[src/rtl/sequence_generator.sv]
// Serial pattern transmitter: shifts a captured PAT_W-bit pattern out MSB-first,
// repeat_cnt times, with optional idle-zero gaps between repetitions.
module sequence_generator #(
  parameter int PAT_W   = 3,
  parameter int CNT_W   = 4,
  parameter int GAP_LEN = 0
) (
  input  logic             clk_i,
  input  logic             rst_i,
  input  logic             start_i,
  input  logic             abort_i,
  input  logic [PAT_W-1:0] pattern_i,
  input  logic [CNT_W-1:0] repeat_cnt_i,
  output logic             x_o,
  output logic             x_valid_o,
  output logic             frame_start_o,
  output logic             busy_o,
  output logic             done_o
);

  localparam int BIT_W = (PAT_W > 1) ? $clog2(PAT_W) : 1;
  localparam int GAP_W = (GAP_LEN > 0) ? $clog2(GAP_LEN + 1) : 1;
  localparam logic [BIT_W-1:0] BIT_MSB  = BIT_W'(PAT_W - 1);
  localparam logic [GAP_W-1:0] GAP_LAST = (GAP_LEN > 0) ? GAP_W'(GAP_LEN - 1) : {GAP_W{1'b0}};

  typedef enum logic [1:0] {
    ST_IDLE  = 2'd0,
    ST_SHIFT = 2'd1,
    ST_GAP   = 2'd2
  } state_e;

  state_e           state_q, state_d;
  logic [PAT_W-1:0] pat_q, pat_d;
  logic [CNT_W-1:0] rep_q, rep_d;
  logic [BIT_W-1:0] bit_q, bit_d;
  logic [GAP_W-1:0] gap_q, gap_d;
  logic             x_q, x_d;
  logic             xv_q, xv_d;
  logic             fs_q, fs_d;
  logic             busy_q, busy_d;
  logic             done_q, done_d;
  logic [BIT_W-1:0] bit_dec_s;

  assign bit_dec_s = bit_q - BIT_W'(1);

  // Next-state and next-output logic; outputs default to the idle value of 0.
  always_comb begin
    state_d = state_q;
    pat_d   = pat_q;
    rep_d   = rep_q;
    bit_d   = bit_q;
    gap_d   = gap_q;
    x_d     = 1'b0;
    xv_d    = 1'b0;
    fs_d    = 1'b0;
    busy_d  = 1'b0;
    done_d  = 1'b0;
    if (abort_i) begin
      state_d = ST_IDLE;
    end else begin
      case (state_q)
        ST_IDLE: begin
          if (start_i && (repeat_cnt_i != {CNT_W{1'b0}})) begin
            state_d = ST_SHIFT;
            pat_d   = pattern_i;
            rep_d   = repeat_cnt_i;
            bit_d   = BIT_MSB;
            x_d     = pattern_i[PAT_W-1];
            xv_d    = 1'b1;
            fs_d    = 1'b1;
            busy_d  = 1'b1;
          end else begin
            state_d = ST_IDLE;
          end
        end
        ST_SHIFT: begin
          if (bit_q != {BIT_W{1'b0}}) begin
            bit_d  = bit_dec_s;
            x_d    = pat_q[bit_dec_s];
            xv_d   = 1'b1;
            busy_d = 1'b1;
          end else if (rep_q > CNT_W'(1)) begin
            rep_d = rep_q - CNT_W'(1);
            if (GAP_LEN > 0) begin
              state_d = ST_GAP;
              gap_d   = GAP_LAST;
              busy_d  = 1'b1;
            end else begin
              bit_d  = BIT_MSB;
              x_d    = pat_q[PAT_W-1];
              xv_d   = 1'b1;
              fs_d   = 1'b1;
              busy_d = 1'b1;
            end
          end else begin
            // Final bit of the final repetition has just been shown.
            state_d = ST_IDLE;
            rep_d   = {CNT_W{1'b0}};
            done_d  = 1'b1;
          end
        end
        ST_GAP: begin
          if (gap_q == {GAP_W{1'b0}}) begin
            state_d = ST_SHIFT;
            bit_d   = BIT_MSB;
            x_d     = pat_q[PAT_W-1];
            xv_d    = 1'b1;
            fs_d    = 1'b1;
            busy_d  = 1'b1;
          end else begin
            gap_d  = gap_q - GAP_W'(1);
            busy_d = 1'b1;
          end
        end
        default: begin
          state_d = ST_IDLE;
        end
      endcase
    end
  end

  // State, datapath and registered outputs with synchronous reset.
  always_ff @(posedge clk_i) begin
    if (rst_i) begin
      state_q <= ST_IDLE;
      pat_q   <= {PAT_W{1'b0}};
      rep_q   <= {CNT_W{1'b0}};
      bit_q   <= {BIT_W{1'b0}};
      gap_q   <= {GAP_W{1'b0}};
      x_q     <= 1'b0;
      xv_q    <= 1'b0;
      fs_q    <= 1'b0;
      busy_q  <= 1'b0;
      done_q  <= 1'b0;
    end else begin
      state_q <= state_d;
      pat_q   <= pat_d;
      rep_q   <= rep_d;
      bit_q   <= bit_d;
      gap_q   <= gap_d;
      x_q     <= x_d;
      xv_q    <= xv_d;
      fs_q    <= fs_d;
      busy_q  <= busy_d;
      done_q  <= done_d;
    end
  end

  assign x_o           = x_q;
  assign x_valid_o     = xv_q;
  assign frame_start_o = fs_q;
  assign busy_o        = busy_q;
  assign done_o        = done_q;

endmodule

[config.mk]
export PLATFORM = sky130hd
export DESIGN_NAME = sequence_generator
export DESIGN_NICKNAME = d
export VERILOG_FILES = /design/src/rtl/sequence_generator.sv
export SDC_FILE = /design/constraint.sdc
export NUM_CORES = 1
export LEC_CHECK = 0
export CAP_MARGIN = 0
export CORE_MARGIN = 2
export CORE_UTILIZATION = 40
export CTS_BUF_LIST = sky130_fd_sc_hd__clkbuf_16
export DETAILED_ROUTE_END_ITERATION = 6
export GPL_ROUTABILITY_DRIVEN = 0
export PLACE_DENSITY = 0.76
export SYNTH_ARGS = -nofsm -noshare
export SYNTH_HDL_FRONTEND = slang
export SYNTH_SLANG_ARGS = --single-unit
export TNS_END_PERCENT = 10
[constraint.sdc]
create_clock -name clk_i -period 4.8 [get_ports clk_i]
set_input_delay 0.48 -clock clk_i [delete_from_list [all_inputs] [get_ports clk_i]]
set_output_delay 0.48 -clock clk_i [all_outputs]
set_load 0.02 [all_outputs]
==> metrics.md, run 1 <==
| Metric | Value |
|---|---|
| Outcome | complete, no violations |
| First-pass GRT wire length | 2480 um |
| Post-route worst setup slack | 2.86 ns |
| H-tree depth | 1 |
| WP data arrival | 2.04 ns |
| Overall routed net length | 1480 um |
| Slew @ Worst Pin | 0.513 ns |
| Num CTS Buffers | 3 |
| Crit path capture type | flip-flop |
| #FFs+latches synth | 14 |
| Post-synth ARST share | 0% |
| CTS Buffer Depth | 2 |
| DIE WIDTH | 46.8 um |
| Gr ovfl total | 0 |
| Internal power | 0.000258 W |
| Finished Layout Cells | 119 |
| DR iter-0 viols | 16 |
| Tcrit/Tclk final | 40.5% |
| P_leak | 0.331 nW |
| Area of the multi-input gates | 419 sq um |
| Skew final | 0.000835 ns |
| Core area | 0.00173 sq mm |
| Number of global-route vias before repair | 553 |
| P&R area growth vs syn | 32.9% |
| Syn Inst Count | 79 |
| Most common cell after layout, fill and taps aside | clkdlybuf4s50_1 |
| Clk Tree Root Cell | clkbuf_16 |
| Comb pwr share | 16.6% |
| Total Neg Setup Slack | 0 ns |
| Switching Share | 24.6% |
| Ratio of cells with drive above 1 in the final layout | 9.57% |
| Antenna violations before repair | 0 |
| Pre-Repair DR Iteration Count | 4 |
| Pwr Density | 352 mW/mm^2 |
| # IOs | 16 |
| DP Cell Count | 116 |
| Tmin final | 1.94 ns |
| Avg Cell Area, Syn | 9.28 sq um |
| Post-CTS Setup Bufs | 0 |
| Largest net degree at the start of global routing | 16 |
| Worst Path Required | 4.90 ns |
| Seq pwr share | 37.5% |
| Nets | 111 |
| Net Sw Power | 0.0000844 W |
| Tot Pwr | 0.000343 W |
| Post-route DRC | 0 |
| Chip height | 46.8 um |
| Min-delay worst type | flip-flop to flip-flop |
| Post_cts resized | 0 |
| Critical path type | input port to flip-flop |
| Vias | 632 |
| Clock Power Share | 45.9% |
| Clk sink count | 14 |
| Commonest cells after routing, fill and taps aside | 15 x clkdlybuf4s50_1, 14 x dfxtp_1, 9 x nor2_1, 5 x inv_1, 5 x nand2_1 |
| Post-Syn Nets | 94 |
| Filler cell count | 152 |
| Post-placement setup slack | 2.63 ns |
| Post-Syn Area | 733 sq um |
| Final Hold Vio Count | 0 |
| Vias per cell | 5.31 |
| DR WL/cell | 12.4 um |
| PortBufs | 15 |
| CP startpoint kind | input port |
| Clk slew on worst S/H paths | 0.05 ns |
| Max-Cap Viols | 0 |
| Yosys cell types | 34 |
| Post-synthesis sequential area ratio | 38.2% |
| Total GRT Usage | 16.2% |
| Hold_buf cts | 0 |
| Die footprint | 0.00219 sq mm |
| Initial core utilization | 42.5% |
| Fmax | 0.515 GHz |
| ANT nets after route | 0 |
| Post-DP HPWL | 1080 um |
| Synth Warn # | 0 |
| Slew margin rel. | 65.7% |
| Crit-path max FO | 8 |
| IR drop worst, VDD | 0.249 mV |
| Row count | 15 |
| Top FF cell, synth | dfxtp_1 |
| Ant. Diodes | 0 |
| Fin. max-slew vios | 0 |
| CTS tree | done |
| Number of flops mapped to enable cells by yosys | 0 |
| Clk_lat worst skew | 0.24 ns |
| Unrepaired setup endpoints after global routing | no |
| FF+latch area | 280 sq um |
| Final setup fails | 0 |
==> cell type report <==
type / instances / area share [%]
Clock buffer: 3 / 7.70
Inverter: 5 / 1.93
Multi-Input combinational cell: 57 / 43.0
Sequential cell: 14 / 28.8
Tap cell: 25 / 3.21
Timing Repair Buffer: 15 / 15.4
==> power groups by stage <==
| stage | logic, W | clock network [W] | registers (W) |
|---|---|---|---|
| after floorplan | 0.0000368 | 0 | 0.000130 |
| after global placement | 0.0000559 | 0 | 0.000131 |
| after detailed placement | 0.0000567 | 0 | 0.000131 |
| after CTS | 0.0000569 | 0.000157 | 0.000128 |
| after global routing | 0.0000629 | 0.000163 | 0.000129 |
| final | 0.0000570 | 0.000157 | 0.000129 |
==> synthesized netlist by cell type (2+ instances only) <==
library cell  count  area share (%)
nor3_1            4             2.7
a31oi_1           3             2.6
ha_1              4             6.8
a221oi_1          2             2.4
nor2_1            9             4.6
a211oi_1          2             2.0
nand2_1           5             2.6
inv_1             5             2.6
a21oi_1           3             2.0
mux2i_1           4             5.5
clkbuf_1          2             1.0
dfxtp_1          14              38
==> worst max-delay path, cell delays in order <==
cell and delay (ns):
clkdlybuf4s50_1 0.51, or3b_1 0.43, o22a_1 0.27, a221oi_1 0.25
a211oi_1 0.10
==> kinds of logic (layout without fill, tap and decap cells) <==
family	count (synthesis)	count (layout)	share of synthesized area [%]
muxes	4	4	5.46
buffers and inverters	8	23	4.61
and+or+nand+nor	29	29	21.5
DFF	14	14	38.2
adders and majority gates	4	4	6.83
AOI/OAI and AO/OA	20	20	23.4
==> path summary, 6_finish.rpt <==
kind         slack (ns)      from        to  depth (start not counted)
min reg2reg        0.49  pat_q[2]       x_o                          2
min                0.49  pat_q[2]       x_o                          2
max reg2reg        2.96  rep_q[0]  bit_q[1]                          6
max                2.86   abort_i  rep_q[1]                          5
==> flip-flops by register name (all words and copies together) (netlist names) <==
signal         count
bit_q              2
busy_o             1
done_o             1
x_o                1
pat_q              3
frame_start_o      1
state_q            1
rep_q              4
==> layer usage <==
layer | GRT usage (%) | up-vias | share of wire [%]
met5 | 0 | - | 0
met4 | 8.33 | 0 | 1.5
met3 | 3.46 | 2 | 3.5
met2 | 23.6 | 15 | 46
met1 | 22.5 | 291 | 49
li1 | - | 324 | -
==> through the flow <==
| stage | util (%) | hold WS (ns) | cell area [sq um] |
|---|---|---|---|
| finish | 56.4 | 0.495 | 975 |
| global route | 56.4 | 0.509 | 975 |
| CTS | 56.4 | 0.499 | 975 |
| detailed placement | 52.1 | 0.494 | 900 |
| global placement | 52.1 | 0.479 | 900 |
| floorplan | - | 0.460 | 733 |
No activity file was read; power rests on OpenSTA's default activity.
==> run 2: changes to the inputs <==
--- a/config.mk
+++ b/config.mk
@@ -11,7 +11,7 @@
 export CTS_BUF_LIST = sky130_fd_sc_hd__clkbuf_16
 export DETAILED_ROUTE_END_ITERATION = 6
 export GPL_ROUTABILITY_DRIVEN = 0
-export PLACE_DENSITY = 0.76
+export PLACE_DENSITY = 0.78
 export SYNTH_ARGS = -nofsm -noshare
 export SYNTH_HDL_FRONTEND = slang
 export SYNTH_SLANG_ARGS = --single-unit
==> constraint.sdc (replaced) <==
create_clock -name clk_i -period 1.62 [get_ports clk_i]
set_input_delay 0.162 -clock clk_i [delete_from_list [all_inputs] [get_ports clk_i]]
set_output_delay 0.162 -clock clk_i [all_outputs]
set_load 0.02 [all_outputs]
==> run 2 against run 1 <==
Compared with the run above: combinational power grew to 4.0 times the previous value; setup slack lost 2.8 ns; cell area grew 16%; non-clock buffer count grew 12; routed wire length grew 27%; critical endpoint is now rep_q[3]; largest cell class unchanged.
==> metrics.md, run 2 (synthesis gave the netlist of run 1 again) <==
| Metric | Value |
|---|---|
| Outcome | complete, no violations |
| Core area | 0.00173 sq mm (unchanged) |
| H-tree depth | 1 (unchanged) |
| Largest net degree at the start of global routing | 11 (-5) |
| Clk sink count | 14 (unchanged) |
| Comb pwr share | 21.3% (+4.7 points) |
| Nets | 123 (+11%) |
| Unrepaired setup endpoints after global routing | yes |
| CP startpoint kind | flip-flop |
| Worst hold stages | 2 (unchanged) |
| ANT nets after route | 0 (unchanged) |
| Clock Power Share | 43.4% (-2.5 points) |
| P&R area growth vs syn | 54.3% |
| Clk Tree Root Cell | clkbuf_16 |
| Reg-to-Reg End | rep_q[3] |
| Initial core utilization | 42.5% (unchanged) |
| Tot Pwr | 0.00108 W (+220%) |
| Reg2Reg Setup Slack | 0.04 ns (-2.92 ns) |
| Crit path capture type | flip-flop |
| Seq pwr share | 35.3% (-2.2 points) |
| Die footprint | 0.00219 sq mm (unchanged) |
| WP data arrival | 1.73 ns (-0.31 ns) |
| Total Neg Setup Slack | 0 ns (unchanged) |
| Reg2Reg Depth | 6 (unchanged) |
| Hold_ws | 0.490 ns (-0.00455 ns) |
| Max-Cap Viols | 0 (unchanged) |
| Vias | 711 (+13%) |
| Internal power | 0.000806 W (+210%) |
| CTS Buffer Depth | 2 (unchanged) |
| Overall routed net length | 1880 um (+27%) |
| Number of global-route vias before repair | 652 (+18%) |
| P_leak | 0.400 nW (+21%) |
| Ant. Diodes | 0 (unchanged) |
| Hold_buf cts | 0 (unchanged) |
| IR drop worst, VDD | 0.656 mV (+160%) |
| Hold Crit Start | pat_q[0] |
| Switching Share | 25.4% (+0.77 points) |
| Net Sw Power | 0.000274 W (+230%) |
| Placed instance area | 982 sq um (+9.2%) |
| Slew @ Worst Pin | 0.429 ns (-0.0841 ns) |
| Post-route DRC | 0 (unchanged) |
| Final setup fails | 0 (unchanged) |
| DP Cell Count | 127 (+9.5%) |
| Clk slew on worst S/H paths | 0.05 ns (about the same) |
| Final Hold Vio Count | 0 (unchanged) |
| Ratio of cells with drive above 1 in the final layout | 30.8% (+21 points) |
| Row count | 15 (unchanged) |
| Fmax | 0.632 GHz |
| Commonest cells after routing, fill and taps aside | 15 x clkdlybuf4s50_1, 12 x dfxtp_1, 12 x buf_4, 9 x nor2_1, 5 x nand2_1 |
| Most common cell after layout, fill and taps aside | clkdlybuf4s50_1 |
| WHS Endpoint | pat_q[0] |
| Largest regs | rep_q x4, pat_q x3, bit_q x2 |
| Critical path type | flip-flop to flip-flop |
| Largest register FFs | 4 (unchanged) |
| Min-delay worst type | flip-flop to flip-flop |
| DR WL/cell | 14.2 um (+15%) |
| Fin. max-slew vios | 0 (unchanged) |
| Pwr Density | 955 mW/mm^2 (+170%) |
| Post-DP HPWL | 1260 um (+17%) |
| Pre-Repair DR Iteration Count | 4 (unchanged) |
| Critical path origin | rep_q[1] |
| Most flops, register | rep_q |
| CP max stage delay | 0.38 ns (-0.13 ns) |
| Gr ovfl total | 0 (unchanged) |
| Tcrit/Tclk final | 97.6% |
| Chip height | 46.8 um (unchanged) |
| Num CTS Buffers | 3 (unchanged) |
| Cell Chain, Critical Path | inv_2, ha_4, or2_4, a2111oi_4, a21oi_2, o32ai_2 |
| Finished Layout Cells | 132 (+11%) |
| Tmin final | 1.58 ns |
| Antenna violations before repair | 0 (unchanged) |
| CTS tree | done |
| Reg-to-reg startpoint | rep_q[1] |
| Max stage delay cell, worst path | a2111oi_4 |
| Clk_lat worst skew | 0.25 ns (about the same) |
| Crit-path max FO | 4 (-4) |
| DR iter-0 viols | 14 (-2) |
| PortBufs | 15 (unchanged) |
| Skew final | 0.00808 ns (+0.00724 ns) |
| Vias per cell | 5.39 (+1.4%) |
| # IOs | 16 (unchanged) |
| Finished Cell Area | 0.00113 sq mm (+16%) |
| Worst Path Required | 1.77 ns (-3.13 ns) |
| Slew margin rel. | 71.3% (+5.6 points) |
| DIE WIDTH | 46.8 um (unchanged) |
| First-pass GRT wire length | 2820 um (+14%) |
| Total GRT Usage | 19.5% (+3.3 points) |
-- run 2: power groups by stage --
stage	Sequential [W]	Combinational (W)	Clock, W
final	0.000381	0.000230	0.000469
after global routing	0.000383	0.000247	0.000489
after CTS	0.000380	0.000212	0.000466
after detailed placement	0.000384	0.000196	0
after global placement	0.000384	0.000193	0
after floorplan	0.000385	0.000109	0
-- run 2: critical path, delay by kind of cell (launching register included) --
| kind | cells | cell delay [ns] |
|---|---|---|
| and+or+nand+nor | 1 | 0.28 |
| AOI/OAI and AO/OA | 3 | 0.65 |
| DFF | 1 | 0.34 |
| buffers and inverters | 1 | 0.06 |
| adders and majority gates | 1 | 0.15 |
-- run 2: layer usage --
metal | routed length [um] | global-route usage (%) | up-vias
li1 | - | - | 348
met1 | 786 | 23.6 | 327
met2 | 921 | 27.7 | 30
met3 | 101 | 6.92 | 6
met4 | 65 | 16.1 | 0
met5 | 0 | 0 | -
-- run 2: what timing repair did --
action / in CTS / in global routing
setup endpoints to repair: 4 / 7
buffers inserted: 1 / 0
gates resized for setup: 6 / 9
pin swaps: 4 / 5
-- run 2: worst max path at each step --
stage	slack, ns	endpoint	cells past startpoint
2_1_floorplan	0.007	rep_q[3]	6
4_1_cts	-0.001	bit_q[1]	6
5_1_grt	-0.02	rep_q[3]	6
6_report	0.04	rep_q[3]	6
3_5_place_dp	-0.22	rep_q[0]	5
3_3_place_gp	-0.22	rep_q[0]	5
-- run 2: through the flow --
| stage | setup WS [ns] | utilization (%) |
|---|---|---|
| after floorplan | 0.00740 | - |
| after global placement | -0.223 | 56.9 |
| after detailed placement | -0.221 | 56.9 |
| after CTS | -0.00126 | 63.3 |
| after global routing | -0.0244 | 65.5 |
| final | 0.0382 | 65.5 |
-- run 2: area by class of cell --
type / count / area, sq um
clock buffer: 3 / 75.1
inverter: 5 / 18.8
tap: 25 / 31.3
fill: 136 / 596
sequential: 14 / 283
timing repair buffer: 27 / 240
multi-input combinational: 57 / 479
clock inverter: 1 / 3.75
